## src/rtl/pipe_inv_if.sv

```systemverilog
// -----------------------------------------------------------------------------
// pipe_inv_if
//   Handshake/data bundle for the pipe_inv sequential divider.
//
//   Producer side (request):  in_valid, in_ready, F (dividend), D (divisor)
//   Consumer side (result):   out_valid, out_ready, Q (quotient),
//                             R (remainder), div_zero
//
//   Modports:
//     master - the environment driving requests and accepting results
//     slave  - the divider itself
// -----------------------------------------------------------------------------
interface pipe_inv_if #(
    parameter int N = 10
);
    logic         in_valid;
    logic         in_ready;
    logic [N-1:0] F;
    logic [N-1:0] D;
    logic         out_valid;
    logic         out_ready;
    logic [N-1:0] Q;
    logic [N-1:0] R;
    logic         div_zero;

    modport master (
        output in_valid,
        output F,
        output D,
        output out_ready,
        input  in_ready,
        input  out_valid,
        input  Q,
        input  R,
        input  div_zero
    );

    modport slave (
        input  in_valid,
        input  F,
        input  D,
        input  out_ready,
        output in_ready,
        output out_valid,
        output Q,
        output R,
        output div_zero
    );
endinterface

```

## src/rtl/pipe_inv.sv

```systemverilog
// -----------------------------------------------------------------------------
// pipe_inv
//   Sequential unsigned radix-2 restoring divider that recovers x3 = F / D
//   (plus remainder) from the output of the pipe_ex datapath. One quotient
//   bit is produced per clock, so a non-zero divide takes N cycles after the
//   accept edge. A zero divisor short-circuits straight to a result of
//   Q = all ones, R = F, div_zero = 1.
//
//   Ports:
//     clk  - rising-edge clock
//     rst  - synchronous, active-high reset (clears control and data)
//     bus  - pipe_inv_if.slave:
//              in_valid/in_ready  request handshake (in_ready = idle)
//              F, D               dividend / divisor, unsigned N bits
//              out_valid/out_ready result handshake (out_valid = done)
//              Q, R, div_zero     quotient, remainder, zero-divisor flag
// -----------------------------------------------------------------------------
module pipe_inv #(
    parameter int N = 10
) (
    input logic       clk,
    input logic       rst,
    pipe_inv_if.slave bus
);

    localparam int CNT_W = $clog2(N);

    typedef enum logic [1:0] {
        IDLE = 2'd0,
        DIV  = 2'd1,
        DONE = 2'd2
    } state_t;

    state_t state_q;
    state_t state_d;

    // The dividend register doubles as the quotient register: each DIV
    // cycle shifts one dividend bit out of the top and one quotient bit in
    // at the bottom, so after N iterations it holds the full quotient.
    logic [N-1:0]     dividend;
    logic [N-1:0]     divisor;
    logic [N-1:0]     prem;
    logic [CNT_W-1:0] cnt;

    logic [N-1:0]     q_r;
    logic [N-1:0]     r_r;
    logic             dz_r;

    logic [N:0]       p_shift;
    logic             ge;
    logic [N-1:0]     p_sub;
    logic [N-1:0]     rem_next;
    logic [N-1:0]     quo_next;
    logic             last_iter;

    // -------------------------------------------------------------------------
    // Restoring divide step
    // -------------------------------------------------------------------------
    // The shifted remainder can reach 2*divisor-1, which needs N+1 bits; the
    // compare is done at that full width. Once the subtraction is taken the
    // result is strictly below the divisor, so N bits hold it exactly and
    // the modulo-2^N subtraction below is exact.
    always_comb begin
        p_shift  = {prem, dividend[N-1]};
        ge       = (p_shift >= {1'b0, divisor});
        p_sub    = p_shift[N-1:0] - divisor;
        rem_next = ge ? p_sub : p_shift[N-1:0];
        quo_next = {dividend[N-2:0], ge};
    end

    assign last_iter = (state_q == DIV) && (cnt == '0);

    // -------------------------------------------------------------------------
    // Control: state register
    // -------------------------------------------------------------------------
    always_ff @(posedge clk) begin
        if (rst) begin
            state_q <= IDLE;
        end else begin
            state_q <= state_d;
        end
    end

    // -------------------------------------------------------------------------
    // Control: next-state logic
    // -------------------------------------------------------------------------
    always_comb begin
        state_d = state_q;
        case (state_q)
            IDLE: begin
                if (bus.in_valid) begin
                    state_d = (bus.D == '0) ? DONE : DIV;
                end
            end
            DIV: begin
                if (cnt == '0) begin
                    state_d = DONE;
                end
            end
            DONE: begin
                if (bus.out_ready) begin
                    state_d = IDLE;
                end
            end
            default: state_d = IDLE;
        endcase
    end

    // -------------------------------------------------------------------------
    // Datapath: operand capture, iteration, result load
    // -------------------------------------------------------------------------
    always_ff @(posedge clk) begin
        if (rst) begin
            dividend <= '0;
            divisor  <= '0;
            prem     <= '0;
            cnt      <= '0;
            q_r      <= '0;
            r_r      <= '0;
            dz_r     <= 1'b0;
        end else begin
            case (state_q)
                IDLE: begin
                    if (bus.in_valid) begin
                        dividend <= bus.F;
                        divisor  <= bus.D;
                        prem     <= '0;
                        if (bus.D == '0) begin
                            q_r  <= '1;
                            r_r  <= bus.F;
                            dz_r <= 1'b1;
                        end else begin
                            cnt <= CNT_W'(N - 1);
                        end
                    end
                end
                DIV: begin
                    dividend <= quo_next;
                    prem     <= rem_next;
                    if (last_iter) begin
                        q_r  <= quo_next;
                        r_r  <= rem_next;
                        dz_r <= 1'b0;
                    end else begin
                        cnt <= cnt - CNT_W'(1);
                    end
                end
                default: ;
            endcase
        end
    end

    // Handshake flags decode registered state only.
    assign bus.in_ready  = (state_q == IDLE);
    assign bus.out_valid = (state_q == DONE);
    assign bus.Q         = q_r;
    assign bus.R         = r_r;
    assign bus.div_zero  = dz_r;

endmodule

```

## src/flat_wrapper.sv

```systemverilog
// flat-port wrapper written by rule: the top's interface ports become plain ports
module pipe_inv_flat 
#(
    parameter int N = 10
)
  (clk, rst, bus_in_valid, bus_F, bus_D, bus_out_ready, bus_in_ready, bus_out_valid, bus_Q, bus_R, bus_div_zero);
  pipe_inv_if #(.N(N)) bus_i ();
  input logic clk;
  input logic rst;
  input wire logic [$bits(bus_i.in_valid)-1:0] bus_in_valid;
  input wire logic [$bits(bus_i.F)-1:0] bus_F;
  input wire logic [$bits(bus_i.D)-1:0] bus_D;
  input wire logic [$bits(bus_i.out_ready)-1:0] bus_out_ready;
  output wire logic [$bits(bus_i.in_ready)-1:0] bus_in_ready;
  output wire logic [$bits(bus_i.out_valid)-1:0] bus_out_valid;
  output wire logic [$bits(bus_i.Q)-1:0] bus_Q;
  output wire logic [$bits(bus_i.R)-1:0] bus_R;
  output wire logic [$bits(bus_i.div_zero)-1:0] bus_div_zero;
  assign bus_i.in_valid = bus_in_valid;
  assign bus_i.F = bus_F;
  assign bus_i.D = bus_D;
  assign bus_i.out_ready = bus_out_ready;
  assign bus_in_ready = bus_i.in_ready;
  assign bus_out_valid = bus_i.out_valid;
  assign bus_Q = bus_i.Q;
  assign bus_R = bus_i.R;
  assign bus_div_zero = bus_i.div_zero;
  pipe_inv #(.N(N)) u_core (.clk(clk), .rst(rst), .bus(bus_i));
endmodule
```

## config.mk

```make
export PLATFORM = sky130hd
export DESIGN_NAME = pipe_inv_flat
export DESIGN_NICKNAME = d
export VERILOG_FILES = /design/src/rtl/pipe_inv_if.sv /design/src/rtl/pipe_inv.sv /design/src/flat_wrapper.sv
export SDC_FILE = /design/constraint.sdc
export NUM_CORES = 1
export LEC_CHECK = 0
export CAP_MARGIN = 30
export CORE_ASPECT_RATIO = 1.4
export CORE_MARGIN = 10
export CORE_UTILIZATION = 38
export DETAILED_ROUTE_END_ITERATION = 10
export SLEW_MARGIN = 15
export SYNTH_ARGS = -nofsm -noshare
export SYNTH_HDL_FRONTEND = slang
export SYNTH_SLANG_ARGS = --single-unit
```

## constraint.sdc

```tcl
create_clock -name clk -period 3 [get_ports clk]
set_input_delay 0.3 -clock clk [delete_from_list [all_inputs] [get_ports clk]]
set_output_delay 0.3 -clock clk [all_outputs]
set_load 0.05 [all_outputs]
```

==> metrics <==
Max IR drop VDD 0.000303 V; synthesized area per cell 7.96 um2; length of the first detailed-routing pass in iterations 5; Setup Total Neg Slack 0 ps; commonest non-fill, non-tap cell in the layout dfxtp_1; pre-CTS setup slack 383 ps; P_leak 0.00139 uW; critical path's slowest cell a2111oi_4; Iteration-0 DRC Markers 86; critical path fanouts, max 8; FILL cells 739; Tightest Pin Transition 605 ps; Crit Reg-Reg Endpoint u_core.bus.R[2]$_SDFFE_PP0P_; Setup CP Type flip-flop to flip-flop; core area 7360 um2; PortBufs 46; final hold vios 0; clock tree buffer depth 2; number of synthesized flops with an enable pin 0; initial core utilization 39.3%; compound-gate portion of the synthesized area 23.0%; hold buffer count at CTS 0; Yosys top cell area share 39.5%; Hold Crit Endpoint u_core.divisor[3]$_SDFFE_PP0P_; Area contributors post-synth dfxtp_1 (39%), nand2_1 (7.3%), nor2_1 (6.9%); Logic pwr share 45.6%; total power 3150 uW; Post-Synth Adder-Cell Area 5.89%; Overall Global Routing Usage 14.0%; most frequent cells in the layout dfxtp_1 (57), nand2_1 (56), nor2_1 (53); # nets final 446; Post-Syn Instances 363; HP Class flip-flop to flip-flop; P_int 1840 uW; skew final 8.19 ps; DR vias/cell 5.35; Post-synth ARST share 0%; Worst-Skew Late Latency 340 ps; Final setup violation count 0; Congestion Overflow GR 0; Worst R2R Start u_core.prem[7]$_SDFFE_PP0P_; cell row count 37; Post-Layout Cell Count 511; vias in the first global route 2753; Mapped Nets 400; Seq pwr share 30.8%; final-report max-slew violation count 0; post-route ant nets 0; share of post-route cells with drive strength above 1 8.45%; # IOs 47; Reg clk slew, reported paths 70 ps; post-CTS setup buffer count 0; register area share after synthesis 39.5%; post-cts sizing count 0; Storage cell area 1140 um2; pwr dens 859 nW/um2; combinational family with the most area after synthesis simple AND/OR/NAND/NOR gates; CP bufs+invs 0; Yosys top cell by area dfxtp_1; Netlist cell types 49; synth warn 0; Reg2Reg Setup Slack 580 ps; area of the multi-input gates 1620 um2; Post-synth top flop dfxtp_1; status complete, no violations; Placer Congestion 0.811; drt wl/cell 15.4 um; cts bufs inserted 9; largest net degree at the start of global routing 32; # DRC 0; Placed Instances 495; Max-cap violations 0; die area 11500 um2; slowest stage delay, CP 560 ps; cell family with the largest share of critical-path delay compound AO/OA/AOI/OAI gates; WL final 7850 um; post-synthesis xor/xnor area fraction 1.52%; die width 93.7 um; Crit path required time 3240 ps; first-pass GRT wire length 13100 um; Netlist Area Pre-Place 2890 um2; vias 2735; Die Height 123 um; Slew Limit Headroom 59.6%; Critical Path AT 2650 ps; Area growth, synth to finish 26.7%; Clk pwr share 23.6%; endpoint class of the critical path flip-flop; hold depth 2; crit path cell chain ha_1, a21o_1, a2111oi_4, and2_1, a21oi_1, o32ai_1; simple-gate share of the synthesized area 23.9%; initial antenna violation count 0; number of synthesized register bits 57; RSZ-0062 raised after global routing no; H-tree Lvls 3; Final HPWL DP 5950 um; Fmax 414 MHz; mux share of post-synthesis cell area 1.56%; switching power 1310 uW; Clock Sinks 57; clock root buffer clkbuf_8; CTS tree done; final worst slack 584 ps; min Tclk post-route 2420 ps; ANT cells 0; startpoint types flip-flop; switch share 41.5%; fin crit share 80.5%; Register-to-Register Path Depth 6; hold_sp u_core.divisor[3]$_SDFFE_PP0P_
cell families after synthesis:
group | after synthesis
AOI/OAI and AO/OA | 92
xor gates and xnor gates | 5
adders and majority gates | 13
buffers and inverters | 33
DFF | 57
muxes | 4
and+or+nand+nor | 159
synthesized netlist by cell type (5+ instances only):
master    instances
o21ai_0          12
nor2_1           53
nand3_1           7
xnor2_1           5
inv_1            14
dfxtp_1          57
a211oi_1          9
nor3_1           20
ha_1             12
clkbuf_1         14
nand2_1          56
a311oi_1         10
a21oi_1          29
power groups by stage:
stage	Sequential (uW)	Combinational (uW)	Clock [uW]
floorplan	1110	954	0
global placement	982	1420	0
detailed placement	983	1440	0
CTS	967	1450	755
global route	983	1580	786
finish	968	1440	744
state kept, by name (all words and copies together) (netlist names):
name and flops:
u_core.bus.Q 10, u_core.bus.R 10, u_core.bus.div_zero 1, u_core.cnt 4, u_core.dividend 10, u_core.divisor 10
u_core.prem 10, u_core.state_q 2
how the worst max path moves through the flow:
stage | endpoint | start | cells after the start
after global routing | u_core.prem[8]$_SDFFE_PP0P_ | u_core.dividend[9]$_SDFFE_PP0P_ | 10
after floorplan | u_core.bus.Q[1]$_SDFFE_PP0P_ | u_core.state_q[0]$_SDFFE_PP0P_ | 7
final | u_core.bus.R[2]$_SDFFE_PP0P_ | u_core.prem[7]$_SDFFE_PP0P_ | 6
after CTS | u_core.bus.R[3]$_SDFFE_PP0P_ | u_core.divisor[8]$_SDFFE_PP0P_ | 7
after detailed placement | u_core.bus.R[7]$_SDFFE_PP0P_ | bus_D[6] | 8
after global placement | u_core.bus.R[7]$_SDFFE_PP0P_ | bus_D[6] | 8
final cells by class:
type	count	area share, %
clock buffers	10	3.76
clock inverters	6	1.81
inverters	14	1.43
multi-input cells	273	44.1
flip-flops and latches	57	31.2
well taps	97	3.31
repair buffers	54	14.4
stage by stage:
stage                     hold slack, ps  area (um2)  util, %
after floorplan                      436        2890        -
after global placement               443        3460     47.0
after detailed placement             448        3460     47.0
after CTS                            452        3660     49.8
after global routing                 474        3660     49.8
final                                454        3660     49.8
tightest hold or removal path, stage by stage (launching register included):
cell and delay, ps:
dfxtp_1 310, nand2_1 50, a21oi_1 50
routing by layer:
| layer | track usage (%) | wire [um] | vias to the layer above |
|---|---|---|---|
| li1 | - | - | 1371 |
| met1 | 15.6 | 3400 | 1281 |
| met2 | 24.5 | 3920 | 72 |
| met3 | 2.73 | 366 | 11 |
| met4 | 7.52 | 159 | 0 |
| met5 | 0 | 0 | - |
Note: power is estimated with default switching activity, not from simulation.
